--- config.mk ---
export PLATFORM = sky130hd
export DESIGN_NAME = key_sequence_tx
export DESIGN_NICKNAME = d
export VERILOG_FILES = /design/src/rtl/keypad_pkg.sv /design/src/rtl/key_token_mux.sv /design/src/rtl/key_sequence_tx.sv
export SDC_FILE = /design/constraint.sdc
export NUM_CORES = 1
export LEC_CHECK = 0
export ABC_AREA = 1
export ABC_CLOCK_PERIOD_IN_PS = 2550
export CORE_ASPECT_RATIO = 0.8
export CORE_MARGIN = 2
export CORE_UTILIZATION = 53
export DETAILED_ROUTE_END_ITERATION = 10
export GPL_TIMING_DRIVEN = 1
export HOLD_SLACK_MARGIN = 0.06
export PLACE_DENSITY = 0.81
export SLEW_MARGIN = 15
export SYNTH_ARGS = -nofsm -noshare
export SYNTH_HDL_FRONTEND = slang
export SYNTH_SLANG_ARGS = --single-unit
--- constraint.sdc ---
create_clock -name CLK -period 2.55 [get_ports CLK]
set_input_delay 0.765 -clock CLK [delete_from_list [all_inputs] [get_ports CLK]]
set_output_delay 0.765 -clock CLK [all_outputs]
set_load 0.03 [all_outputs]
--- src/rtl/keypad_pkg.sv ---
// Shared definitions for the keypad command protocol: keycodes, frame length
// and the transmit-side state encoding.
package keypad_pkg;

  localparam logic [3:0] KEY_A    = 4'hA;
  localparam logic [3:0] KEY_B    = 4'hB;
  localparam logic [3:0] KEY_C    = 4'hC;
  localparam logic [3:0] KEY_IDLE = 4'hF;

  localparam int         NUM_TOKENS = 11;
  localparam int         IDX_W      = 4;
  localparam logic [IDX_W-1:0] LAST_IDX = IDX_W'(NUM_TOKENS - 1);

  typedef enum logic [1:0] {
    IDLE,
    SEND,
    GAP,
    FINISH
  } tx_state_t;

  // A keycode is a numeric key when it falls in 0..9.
  function automatic logic isDigit(input logic [3:0] code);
    return (code <= 4'd9);
  endfunction

endpackage

--- src/rtl/key_token_mux.sv ---
// Maps a token index plus the latched command fields onto the keycode for
// that position of the frame A,D,C,U,C,M,C,P,C,B,C.
module key_token_mux
  import keypad_pkg::*;
#(
  parameter logic [3:0] IDLE_CODE = KEY_IDLE
) (
  input  logic [IDX_W-1:0] idx_i,
  input  logic [3:0]       decenas_i,
  input  logic [3:0]       unidades_i,
  input  logic [3:0]       motor_i,
  input  logic [3:0]       presencia_i,
  output logic [3:0]       token_o
);

  // Select the keycode for the requested frame position.
  always_comb begin
    token_o = IDLE_CODE;
    case (idx_i)
      4'd0:  token_o = KEY_A;
      4'd1:  token_o = decenas_i;
      4'd3:  token_o = unidades_i;
      4'd5:  token_o = motor_i;
      4'd7:  token_o = presencia_i;
      4'd9:  token_o = KEY_B;
      4'd2, 4'd4, 4'd6, 4'd8, 4'd10: token_o = KEY_C;
      default: token_o = IDLE_CODE;
    endcase
  end

endmodule

--- src/rtl/key_sequence_tx.sv ---
// Transmit side of the keypad command protocol. A parallel command is latched
// on start and replayed as a keycode token stream, each token held for
// HOLD_CYCLES and followed by GAP_CYCLES of IDLE_CODE so a level-sensitive
// receiver advances exactly once per token. All outputs are registered and
// follow the next state, so they change together with the state register.
module key_sequence_tx
  import keypad_pkg::*;
#(
  parameter int         HOLD_CYCLES = 4,
  parameter int         GAP_CYCLES  = 2,
  parameter logic [3:0] IDLE_CODE   = KEY_IDLE
) (
  input  logic       CLK,
  input  logic       Reset,
  input  logic       start,
  input  logic [3:0] decenas_in,
  input  logic [3:0] unidades_in,
  input  logic [3:0] motor_in,
  input  logic [3:0] presencia_in,
  output logic [3:0] tvalida,
  output logic       esnumero,
  output logic       key_valid,
  output logic       busy,
  output logic       done,
  output logic       err
);

  localparam int MAX_CYCLES = (HOLD_CYCLES > GAP_CYCLES) ? HOLD_CYCLES : GAP_CYCLES;
  localparam int TIMER_W    = $clog2(MAX_CYCLES + 1);
  localparam logic [TIMER_W-1:0] HOLD_LAST = TIMER_W'(HOLD_CYCLES - 1);
  localparam logic [TIMER_W-1:0] GAP_LAST  = TIMER_W'(GAP_CYCLES - 1);

  tx_state_t          state_q, state_d;
  logic [TIMER_W-1:0] timer_q, timer_d;
  logic [IDX_W-1:0]   idx_q, idx_d;
  logic [3:0]         dec_q, dec_d;
  logic [3:0]         uni_q, uni_d;
  logic [3:0]         mot_q, mot_d;
  logic [3:0]         pres_q, pres_d;

  logic [3:0]         tvalida_q, tvalida_d;
  logic               esnumero_q, esnumero_d;
  logic               key_valid_q, key_valid_d;
  logic               busy_q, busy_d;
  logic               done_q, done_d;
  logic               err_q, err_d;

  logic [3:0]         token;
  logic               unusedBits;

  // Only bit 0 of the motor and presence commands carries information.
  assign unusedBits = ^{motor_in[3:1], presencia_in[3:1]};

  key_token_mux #(
    .IDLE_CODE (IDLE_CODE)
  ) u_token_mux (
    .idx_i       (idx_d),
    .decenas_i   (dec_d),
    .unidades_i  (uni_d),
    .motor_i     (mot_d),
    .presencia_i (pres_d),
    .token_o     (token)
  );

  // Frame sequencing: accept or reject start, time hold/gap phases, step the token index.
  always_comb begin
    state_d = state_q;
    timer_d = timer_q;
    idx_d   = idx_q;
    dec_d   = dec_q;
    uni_d   = uni_q;
    mot_d   = mot_q;
    pres_d  = pres_q;
    err_d   = 1'b0;
    case (state_q)
      IDLE: begin
        if (start) begin
          if (isDigit(decenas_in) && isDigit(unidades_in)) begin
            dec_d   = decenas_in;
            uni_d   = unidades_in;
            mot_d   = {3'b000, motor_in[0]};
            pres_d  = {3'b000, presencia_in[0]};
            idx_d   = '0;
            timer_d = '0;
            state_d = SEND;
          end else begin
            err_d = 1'b1;
          end
        end
      end
      SEND: begin
        if (timer_q == HOLD_LAST) begin
          timer_d = '0;
          state_d = GAP;
        end else begin
          timer_d = timer_q + 1'b1;
        end
      end
      GAP: begin
        if (timer_q == GAP_LAST) begin
          timer_d = '0;
          if (idx_q < LAST_IDX) begin
            idx_d   = idx_q + 1'b1;
            state_d = SEND;
          end else begin
            state_d = FINISH;
          end
        end else begin
          timer_d = timer_q + 1'b1;
        end
      end
      FINISH: begin
        state_d = IDLE;
      end
      default: begin
        state_d = IDLE;
      end
    endcase
  end

  // Output values for the coming cycle, derived from the state being entered.
  always_comb begin
    tvalida_d   = IDLE_CODE;
    key_valid_d = 1'b0;
    busy_d      = 1'b0;
    done_d      = 1'b0;
    if (state_d == SEND) begin
      tvalida_d   = token;
      key_valid_d = 1'b1;
    end
    if ((state_d == SEND) || (state_d == GAP)) begin
      busy_d = 1'b1;
    end
    if (state_d == FINISH) begin
      done_d = 1'b1;
    end
    esnumero_d = key_valid_d && isDigit(tvalida_d);
  end

  // State, timer, latched command and registered outputs; reset abandons any frame.
  always_ff @(posedge CLK) begin
    if (Reset) begin
      state_q     <= IDLE;
      timer_q     <= '0;
      idx_q       <= '0;
      dec_q       <= '0;
      uni_q       <= '0;
      mot_q       <= '0;
      pres_q      <= '0;
      tvalida_q   <= IDLE_CODE;
      esnumero_q  <= 1'b0;
      key_valid_q <= 1'b0;
      busy_q      <= 1'b0;
      done_q      <= 1'b0;
      err_q       <= 1'b0;
    end else begin
      state_q     <= state_d;
      timer_q     <= timer_d;
      idx_q       <= idx_d;
      dec_q       <= dec_d;
      uni_q       <= uni_d;
      mot_q       <= mot_d;
      pres_q      <= pres_d;
      tvalida_q   <= tvalida_d;
      esnumero_q  <= esnumero_d;
      key_valid_q <= key_valid_d;
      busy_q      <= busy_d;
      done_q      <= done_d;
      err_q       <= err_d;
    end
  end

  assign tvalida   = tvalida_q;
  assign esnumero  = esnumero_q;
  assign key_valid = key_valid_q;
  assign busy      = busy_q;
  assign done      = done_q;
  assign err       = err_q;

endmodule

Word-level counts from Yosys, hierarchy flattened
Cells that the tools add are included.

Flip-flop bits (word level): 34. Input bits: 19. Output and inout port bits: 9. Word-level logic and storage cells: 84.

Add/sub/neg operators: 2. Magnitude comparators: 4. Eq/ne operators: 20. Multiplexer cells: 34. Bitwise operators: 2. Reductions and logical operators: 9.

Operators with widths (count): $mux 4 (17); $pmux 4 s7 (1); $eq 4x3->1 const B (4); $eq 4x4->1 const B (3); $le 4x4->1 const B (3); $mux 3 (4); $mux 2 (5); $pmux 3 s3 (1); $eq 2x2->1 const B (4); $eq 4x2->1 const B (2); $pmux 2 s4 (1); $pmux 4 s2 (1); $reduce_or 5->1 (1); $add 4x1->4 const B (1); $eq 2x1->1 const B (2); $eq 4x1->1 const B (1); $logic_not 4->1 (1); $lt 4x4->1 const B (1); $mux 1 (4); $ne 2x2->1 const B (2); $add 3x1->3 const B (1); $eq 3x1->1 const B (1); $eq 3x2->1 const B (1); $reduce_and 3->1 (1); 6 further kinds (8).

Logic depth before layout (Yosys ltp)
Gate-level depths: netlist (run 1).

Word-level depth: 11. Gate-level depth with buffers: 17. Mapped depth without buffers: 17.

Cells and area by module
A second synthesis (run 1) with hierarchy kept.

Cells, all modules: 271. Area total of the unflattened synthesis: 1879.3 um^2.

Modules (own cells, without submodules): key_sequence_tx (instances 1, cells an instance 209, area each 1590.3 um^2, sequential area each 680.7 um^2); key_token_mux (instances 1, cells an instance 62, area each 289.0 um^2, sequential area each 0.0 um^2).

Least setup slack after synthesis (run 1)
No wires, ideal clock.

Path kind: input to register. Start: in unidades_in[1]. End: reg tvalida_q[3], in the netlist tvalida[3]. Library setup time: 0.119 ns. Data arrival time: 2.098 ns. Required time: 2.431 ns. Setup slack: 0.333 ns. Cell stages on the path: 11. Path buffers: 0. Cell sequence: o21ai_2 -> nand3_1 -> nand2_2 -> o211ai_1 -> a22oi_1 -> ha_1 -> inv_1 -> nor2_1 -> nand3_1 -> nor2_1 -> nand2_2.

Elaborated cells between the ends (all ways): 35. Classes of those cells: order compare: 1; eq/ne: 11; mux: 20; reduce/logical: 3.

RTL lines: start, declared (RTL line key_sequence_tx.sv:17) `input logic [3:0] unidades_in,`; $le 4x4->1 (RTL line keypad_pkg.sv:23) `return (code <= 4'd9);`; $logic_and 1x1->1 (RTL line key_sequence_tx.sv:78) `if (isDigit(decenas_in) && isDigit(unidades_in)) begin`; $mux 2 (RTL line key_sequence_tx.sv:78); $mux 2 (RTL line key_sequence_tx.sv:77) `if (start) begin`; $pmux 2 s4 (RTL line key_sequence_tx.sv:75) `case (state_q)`; net state_d[0] (RTL line key_sequence_tx.sv:33) `tx_state_t state_q, state_d;`; $eq 2x1->1 (RTL line key_sequence_tx.sv:127) `if (state_d == SEND) begin`; $mux 4 (RTL line key_sequence_tx.sv:127); end signal, assigned (RTL line key_sequence_tx.sv:164) `tvalida_q <= tvalida_d;`; end, declared (RTL line key_sequence_tx.sv:41) `logic [3:0] tvalida_q, tvalida_d;`.

The timed path passes the listed nets, and every way through them passes these cells. A chain may end at the register's enable or synchronous reset.

Worst setup path after layout (run 1)
Start: in unidades_in[3]. End: reg esnumero_q, in the netlist esnumero.

Longest elaborated chain between the ends: 11. Elaborated cells between the ends (all ways): 38. Classes of those cells: order compare: 2; eq/ne: 11; mux: 21; reduce/logical: 4.

RTL lines: $le 4x4->1 (RTL line keypad_pkg.sv:23); $logic_and 1x1->1 (RTL line key_sequence_tx.sv:78); $mux 4 (RTL line key_sequence_tx.sv:78); $mux 4 (RTL line key_sequence_tx.sv:77); $pmux 4 s2 (RTL line key_sequence_tx.sv:75); $eq 4x2->1, or another cell as far along (RTL line key_token_mux.sv:19) `case (idx_i)`; $reduce_or 5->1 (RTL line key_token_mux.sv:19); $pmux 4 s7 (RTL line key_token_mux.sv:19); $mux 4 (RTL line key_sequence_tx.sv:127); $le 4x4->1 (RTL line keypad_pkg.sv:23); $logic_and 1x1->1 (*) (RTL line key_sequence_tx.sv:137) `esnumero_d = key_valid_d && isDigit(tvalida_d);`; end signal, assigned (RTL line key_sequence_tx.sv:165) `esnumero_q <= esnumero_d;`; end, declared (RTL line key_sequence_tx.sv:42) `logic esnumero_q, esnumero_d;`.

Mark *: on every way between the ends. The rest lies on a longest branch, timed or not.

==> results.cfg, run 1 <==
[status]
status = completed

[synth]
synthArstFlopShare = 0
yosys-top-cells-count = nand2_1 (46), nor2_1 (38), dfxtp_1 (34), inv_1 (34), nand3_1 (16)
yosysMostFrequentCell = nand2_1
syn_nets = 289
ys_seq_area_frac = 0.365
yosysTopAreaCell = dfxtp_1
syn_inst = 259
synth.distinct_cells = 32
syn_area_per_cell_sq_um = 7.20
synth_top_cell_area_share = 0.365
ys_top_cells_by_area = dfxtp_1 (36%), nand2_1 (9.3%), nor2_1 (7.6%)
synth_edf_count = 0
synthFlopType = dfxtp_1
synth-seq-cells = 34
yosysWarnings = 0
synthesis.area_sq_mm = 0.00187

[die]
die_w_microns = 70.3
row_count = 19
dieHeight_microns = 57.1
coreArea_sq_mm = 0.00340
dieArea_sq_mm = 0.00401
start_util = 0.549
io_pins = 28

[flow_run]
maxCapViolations = 0

[final_layout]
area_delta_synth_final_pct = 31.3
fin_util = 0.721
final_cells = 351
stdcell_area_sq_mm = 0.00245
diodes = 0
drive_above_1_share = 0.246
n_fill_cell = 280
layout.nets = 338

[setup_path]
r2r_setup_slack_ns = 0.30
crit_path_end_kind = flip-flop
r2r_cells = 13
cp_data_arrival_time_ns = 2.61
criticalPathCategory = input pin to flip-flop
slowest_delay_ns = 0.52
worst-path-max-fanout = 4
critPathRequiredTime_ns = 2.73
r2r_end = esnumero
cp-start-kind = input pin
cp-startpoint = unidades_in[3]
cp_top_family = simple AND/OR/NAND/NOR gates
rr_startpoint = state_q[1]
worstPathCellList = clkdlybuf4s50_1 > o21ai_4 > nand3_2 > nand2_2 > buf_4 > nand2_2 > nand2_1 > nand2_1 > nand2_2 > nor2_1 > nand2_1 > nand3_2 > nor2_2 > nand2_1 > nand2_1
slowest_stage = clkdlybuf4s50_1
cp.buffers_inverters = 2
crit_top_cell = nand2_1

[worst_hold_path]
holdPathEnd = pres_q[2]
hp-class = flip-flop to flip-flop
hold_path_depth = 2
min_from = pres_q[2]

[placed_design]
place_inst = 342
portBuffers = 21
place_area_sq_mm = 0.00229
post-place-ws_ns = -0.282
dp_hpwl_mm = 3.03
routabilityCongestion = 0.800

[clock_tree]
tritoncts = done
clkSinkCount = 34
h-tree-depth = 2
numCtsBuffers = 5
clockBufferDepth = 2
ctsHoldBuffers = 0
insertion_delay_ns = 0.28
clock-root-buffer = clkbuf_8
path_clk_slew_ns = 0.07

[global_routing]
grt_pass1_vias = 1584
grt_pass1_wl_mm = 7.04
grt_remaining_overflow = 0
grt.total_usage = 0.219
grt_max_degree = 29
antenna_found_initial = 0

[route]
remaining_drc_errors = 0
dr.pass1.iters = 4
vias = 1742
drtAntennaViolNets = 0
wl_per_cell_microns = 11.6
post_drt_via_cell_ratio = 4.96
drt-initial-drc-count = 132
postRouteWirelength_mm = 4.09

[sta]
finClkSkew_ns = 0.00432
finalMaxSlewViolations = 0
fin_crit_sh = 0.953
setup_viol = 0
period_needed_ns = 2.43
timing.slew.headroom = 0.778
final_hold_viol_count = 0
max_freq_ghz = 0.412
hold_ws_ns = 0.448
max_slew.worst_pin.slew_ns = 0.333
setup-tns-final_ns = 0
setup_slack_ns = 0.121

[power_and_ir_drop]
total_power_mw = 1.51
powerDensity_mw_per_mm2 = 616
ir_drop_uv = 468
leakage_nw = 1.13
layout by cell type, fill, tap and decap left out, types with 7 or more instances in the layout:
cell type,count
a21oi_1,7
buf_4,27
clkdlybuf4s50_1,17
dfxtp_1,34
ha_1,11
inv_1,34
nand2_1,45
nand2_2,11
nand3_1,15
nor2_1,35
o21a_1,7
sequential cells by signal (all words and copies together), names as in the netlist, 2 cells and up:
register and cells:
idx_q 4, tvalida 4, pres_q 4, timer_q 3, dec_q 4, state_q 2
uni_q 4, mot_q 4
worst max-delay path by stage:
stage                     cells after the start    endpoint
after floorplan                              11  tvalida[3]
after global placement                       13    esnumero
after detailed placement                     13    esnumero
after CTS                                    13    esnumero
after global routing                         15    esnumero
final                                        15    esnumero
layer usage:
layer,share of wire,vias up,GRT usage
met3,0.056,4,0.0477
met2,0.45,41,0.325
li1,-,922,-
met1,0.49,775,0.319
met5,0,-,0
met4,0.0086,0,0.0659
report_power, final:
| part | total (mW) | internal (mW) | switching (mW) |
|---|---|---|---|
| Combinational | 0.501 | 0.216 | 0.285 |
| Sequential | 0.605 | 0.584 | 0.0206 |
| Clock | 0.405 | 0.218 | 0.187 |
worst reg2reg max path: stages (launching register included):
cell	delay (ns)
dfxtp_1	0.35
inv_1	0.13
ha_1	0.37
nor2_1	0.13
inv_1	0.17
o211ai_1	0.13
a22oi_2	0.18
ha_1	0.18
inv_1	0.07
nor2_4	0.11
nand3_1	0.13
nor2_1	0.14
nand2_2	0.07
nand2_1	0.06
logic make-up (layout without fill, tap and decap cells):
kind of cell             count (synthesis)  after routing  synth area share
multiplexers                             1              1           0.00537
buffers and inverters                   46             96            0.0993
AND/OR/NAND/NOR                        135            135             0.337
AO/OA/AOI/OAI                           32             32             0.119
adder cells (fa/ha/maj)                 11             11            0.0738
flip-flops                              34             34             0.365
layout make-up:
type,count,area (sq um),share of cell area
repair buffers,48,423,0.173
well taps,42,52.6,0.0215
multi-input cells,179,1050,0.430
inverters,40,150,0.0613
flip-flops and latches,34,681,0.278
clock buffers,7,86.3,0.0352
clock inverters,1,5.00,0.00204
timing repair:
action                     in CTS  in global routing
setup buffers                   0                  1
setup endpoints to repair       3                  5
resized for setup               1                 15
pin swaps                       0                  3
(Power assumes the default switching activity.)
==> run 2, diff against run 1 <==
- RECOVER_POWER: default -> 50
- SKIP_LAST_GASP: default -> 1
==> run 2 against run 1 <==
  * Total power is 0.47% higher
  * Sequential power hardly changed
  * Register-to-register slack worse by 0.02 ns
  * Critical path type unchanged
  * Critical path depth is 1 lower
  * Highest routed layer unchanged
  * Critical endpoint unchanged
  * Hold slack hardly changed
==> results.cfg, run 2 (same netlist as run 1, synthesis figures left out) <==
[status]
status = completed

[die]
row_count = 19
io_pins = 28
dieHeight_microns = 57.1
die_w_microns = 70.3
dieArea_sq_mm = 0.00401
start_util = 0.549
coreArea_sq_mm = 0.00340

[clock_tree]
insertion_delay_ns = 0.28
numCtsBuffers = 5
path_clk_slew_ns = 0.07
clockBufferDepth = 2
h-tree-depth = 2
clkSinkCount = 34
clock-root-buffer = clkbuf_8
tritoncts = done
ctsHoldBuffers = 0

[sta]
period_needed_ns = 2.48
final_hold_viol_count = 0
finClkSkew_ns = 0.00559
setup_viol = 0
timing.slew.headroom = 0.786
max_slew.worst_pin.slew_ns = 0.320
max_freq_ghz = 0.403
fin_crit_sh = 0.974
setup-tns-final_ns = 0
setup_slack_ns = 0.0672
rsz0062_at_grt = true
finalMaxSlewViolations = 0

[final_layout]
area_delta_synth_final_pct = 31.0
mostFrequentLayoutCells = nand2_1 (45), nor2_1 (36), inv_1 (34), dfxtp_1 (34), buf_4 (27)
final_cells = 351
final_common_cell = nand2_1
layout.nets = 338
ff_latch_area_sq_um = 681
drive_above_1_share = 0.239
n_fill_cell = 281
multi_input_area_sq_mm = 0.00105
diodes = 0

[route]
remaining_drc_errors = 0
wl_per_cell_microns = 11.7
post_drt_via_cell_ratio = 4.98
postRouteWirelength_mm = 4.11
drt-initial-drc-count = 108
vias = 1749
drtAntennaViolNets = 0
dr.pass1.iters = 4

[placed_design]
place_inst = 342
routabilityCongestion = 0.800
portBuffers = 21
post-place-ws_ns = -0.282
dp_hpwl_mm = 3.03

[setup_path]
r2r_cells = 13
critPathRequiredTime_ns = 2.73
cp.depth = 14
slowest_delay_ns = 0.52
worst-path-max-fanout = 3
worstPathCellList = clkdlybuf4s50_1 > o21ai_4 > nand3_2 > nand2_2 > buf_4 > o21ai_1 > inv_1 > ha_1 > inv_1 > nor2_4 > nand3_1 > nor2_1 > nand2_2 > nand2_1
cp_top_family = buffers and inverters
cp-start-kind = input pin
crit_path_end_kind = flip-flop
criticalPathCategory = input pin to flip-flop
cp_data_arrival_time_ns = 2.67
slowest_stage = clkdlybuf4s50_1
r2r_setup_slack_ns = 0.28
cp.buffers_inverters = 4

[global_routing]
grt_pass1_vias = 1584
grt.total_usage = 0.219
grt_pass1_wl_mm = 7.04
grt_max_degree = 29
grt_remaining_overflow = 0
antenna_found_initial = 0

[worst_hold_path]
hold_path_depth = 2
hp-class = flip-flop to flip-flop

[power_and_ir_drop]
internal_power_mw = 1.02
power_switching_share = 0.329
powerDensity_mw_per_mm2 = 621
p_sw_mw = 0.500
p_clk_frac = 0.269
ir_drop_uv = 463
leakage_nw = 1.12
p_seq_frac = 0.399
pwr-share-comb = 0.333

[flow_run]
maxCapViolations = 0
[run 2: changes by cell type in the layout (fill, tap and decap cells not counted)]
cell	before	now
o21ai_1	1	2
o21ai_2	4	3
nor2_1	35	36
nor2_2	5	4
[run 2: path summary, 6_finish.rpt]
path,start,to
worst max register to register,state_q[0],esnumero
worst min register to register,pres_q[2],pres_q[2]
worst min-delay path,pres_q[2],pres_q[2]
worst max-delay path,unidades_in[3],esnumero
[run 2: repair_timing]
action	4_1_cts	5_1_grt
pin swaps	0	3
gates resized for setup	1	13
endpoints found under the setup margin	3	5
setup buffers	0	1
[run 2: worst min-delay path: cells and delay by family (launching register included)]
family,cells,cell delay (ns)
buffers and inverters,1,0.06
DFF,1,0.30
and+or+nand+nor,1,0.05
[run 2: power by group through the flow]
stage | combinational [mW] | sequential (mW) | clock (mW)
after floorplan | 0.233 | 0.661 | 0
after global placement | 0.454 | 0.613 | 0
after detailed placement | 0.466 | 0.617 | 0
after CTS | 0.472 | 0.605 | 0.413
after global routing | 0.553 | 0.610 | 0.439
final | 0.505 | 0.605 | 0.408
[run 2: layer usage]
metal / part of all wire / up-vias / global-route usage
met4: 0.0088 / 0 / 0.0659
met3: 0.050 / 4 / 0.0477
li1: - / 917 / -
met1: 0.50 / 783 / 0.319
met5: 0 / - / 0
met2: 0.44 / 45 / 0.325
[run 2: area by class of cell]
cell class | count | area share
multi-input combinational | 179 | 0.428
sequential | 34 | 0.279
timing repair buffer | 48 | 0.173
inverter | 40 | 0.0614
clock buffer | 7 | 0.0353
tap | 42 | 0.0215
clock inverter | 1 | 0.00205
[run 2: through the flow]
step	hold slack [ns]	power, mW	instance area (sq um)	util
finish	0.448	1.52	2440	0.719
global route	0.475	1.60	2440	0.719
CTS	0.452	1.49	2380	0.701
detailed placement	0.438	1.08	2290	0.673
global placement	0.426	1.07	2290	0.673
floorplan	0.417	0.895	1870	-
==> run 3, diff against run 2 <==
- MAX_ROUTING_LAYER: default -> met4
==> run 3 against run 2 <==
  * Clock power is essentially flat
  * Sequential power is essentially flat
  * Global-route usage grew 0.69 points
  * Register-to-register slack is essentially flat
  * Design area is the same
==> results.cfg, run 3 (same netlist as run 1, synthesis figures left out) <==
[worst_hold_path]
hp-class = flip-flop to flip-flop

[global_routing]
grt.total_usage = 0.225
grt_max_degree = 29
grt_remaining_overflow = 0
antenna_found_initial = 0
grt_pass1_vias = 1580
grt_pass1_wl_mm = 7.04

[final_layout]
mostFrequentLayoutCells = nand2_1 (45), nor2_1 (36), inv_1 (34), dfxtp_1 (34), buf_4 (27)
fin_util = 0.719
drive_above_1_share = 0.239
diodes = 0
n_fill_cell = 281
layout.nets = 338
final_common_cell = nand2_1
area_delta_synth_final_pct = 31.0

[die]
die_w_microns = 70.3
row_count = 19
start_util = 0.549
dieArea_sq_mm = 0.00401
coreArea_sq_mm = 0.00340
dieHeight_microns = 57.1
io_pins = 28

[setup_path]
cp.depth = 14
endpoint = esnumero
slowest_delay_ns = 0.52
r2r_end = esnumero
critPathRequiredTime_ns = 2.73
cp_data_arrival_time_ns = 2.67
cp-start-kind = input pin
cp_top_family = buffers and inverters
cp.buffers_inverters = 4
criticalPathCategory = input pin to flip-flop
cp-startpoint = unidades_in[3]
worst-path-max-fanout = 3
slowest_stage = clkdlybuf4s50_1
rr_startpoint = state_q[0]
crit_path_end_kind = flip-flop
r2r_setup_slack_ns = 0.28
r2r_cells = 13
worstPathCellList = clkdlybuf4s50_1 > o21ai_4 > nand3_2 > nand2_2 > buf_4 > o21ai_1 > inv_1 > ha_1 > inv_1 > nor2_4 > nand3_1 > nor2_1 > nand2_2 > nand2_1

[route]
remaining_drc_errors = 0
post_drt_via_cell_ratio = 4.98
drtAntennaViolNets = 0
dr.pass1.iters = 4
drt-initial-drc-count = 115
postRouteWirelength_mm = 4.11
wl_per_cell_microns = 11.7
vias = 1749

[placed_design]
portBuffers = 21
post-place-ws_ns = -0.282
routabilityCongestion = 0.811
dp_hpwl_mm = 3.03

[sta]
period_needed_ns = 2.48
setup_viol = 0
hold_ws_ns = 0.448
fin_crit_sh = 0.974
max_freq_ghz = 0.403
finalMaxSlewViolations = 0
timing.slew.headroom = 0.786
rsz0062_at_grt = true
finClkSkew_ns = 0.00558
setup_slack_ns = 0.0672
final_hold_viol_count = 0
max_slew.worst_pin.slew_ns = 0.320
setup-tns-final_ns = 0

[clock_tree]
clock-root-buffer = clkbuf_8
numCtsBuffers = 5
clockBufferDepth = 2
h-tree-depth = 2
path_clk_slew_ns = 0.07
clkSinkCount = 34
insertion_delay_ns = 0.28
tritoncts = done

[power_and_ir_drop]
leakage_nw = 1.12
powerDensity_mw_per_mm2 = 621
ir_drop_uv = 463
total_power_mw = 1.52

[flow_run]
maxCapViolations = 0

[status]
status = completed
==> run 3: worst reg2reg max path, cell delays in order, from the launching register on <==
cell      delay [ns]
dfxtp_1         0.34
inv_1           0.13
ha_1            0.36
nor2_1          0.13
inv_1           0.16
o211ai_1        0.13
a22oi_2         0.20
ha_1            0.19
inv_1           0.07
nor2_4          0.11
nand3_1         0.13
nor2_1          0.14
nand2_2         0.07
nand2_1         0.06
==> run 3: area by class of cell <==
cell class                 count  area [sq um]  share of cell area
multi-input combinational    179          1050               0.428
sequential                    34           681               0.279
timing repair buffer          48           423               0.173
inverter                      40           150              0.0614
clock buffer                   7          86.3              0.0353
tap                           42          52.6              0.0215
clock inverter                 1          5.00             0.00205
==> run 3: how the worst min path moves through the flow <==
| stage | from | to | slack (ns) | cells past startpoint |
|---|---|---|---|---|
| after floorplan | mot_q[3] | mot_q[3] | 0.42 | 2 |
| after global placement | mot_q[3] | mot_q[3] | 0.43 | 2 |
| after detailed placement | pres_q[1] | pres_q[1] | 0.44 | 2 |
| after CTS | pres_q[2] | pres_q[2] | 0.45 | 2 |
| after global routing | mot_q[3] | mot_q[3] | 0.48 | 2 |
| final | pres_q[2] | pres_q[2] | 0.45 | 2 |
==> run 3: routing by layer <==
| layer | up-vias | track usage | routed length [microns] | part of all wire |
|---|---|---|---|---|
| met4 | 0 | 0.0659 | 36 | 0.0088 |
| met3 | 4 | 0.0477 | 204 | 0.050 |
| li1 | 917 | - | - | - |
| met5 | - | - | 0 | 0 |
| met2 | 45 | 0.325 | 1820 | 0.44 |
| met1 | 783 | 0.319 | 2050 | 0.50 |
==> run 3: what timing repair did <==
item | CTS | global route
setup buffers | 0 | 1
setup endpoints to repair | 3 | 5
hold endpoints to repair | 0 | 0
gates resized for setup | 1 | 13
pin swaps | 0 | 3
hold buffers | 0 | 0
==> run 3: power breakdown <==
part / leakage (nW) / internal [mW] / switching, mW
clock network: 0.0482 / 0.218 / 0.190
registers: 0.277 / 0.584 / 0.0206
logic: 0.799 / 0.216 / 0.289
==> run 3: through the flow <==
step,area (sq um),std cells
3_3_place_gp,2290,342
5_1_grt,2440,351
2_1_floorplan,1870,259
4_1_cts,2380,350
6_report,2440,351
3_5_place_dp,2290,342
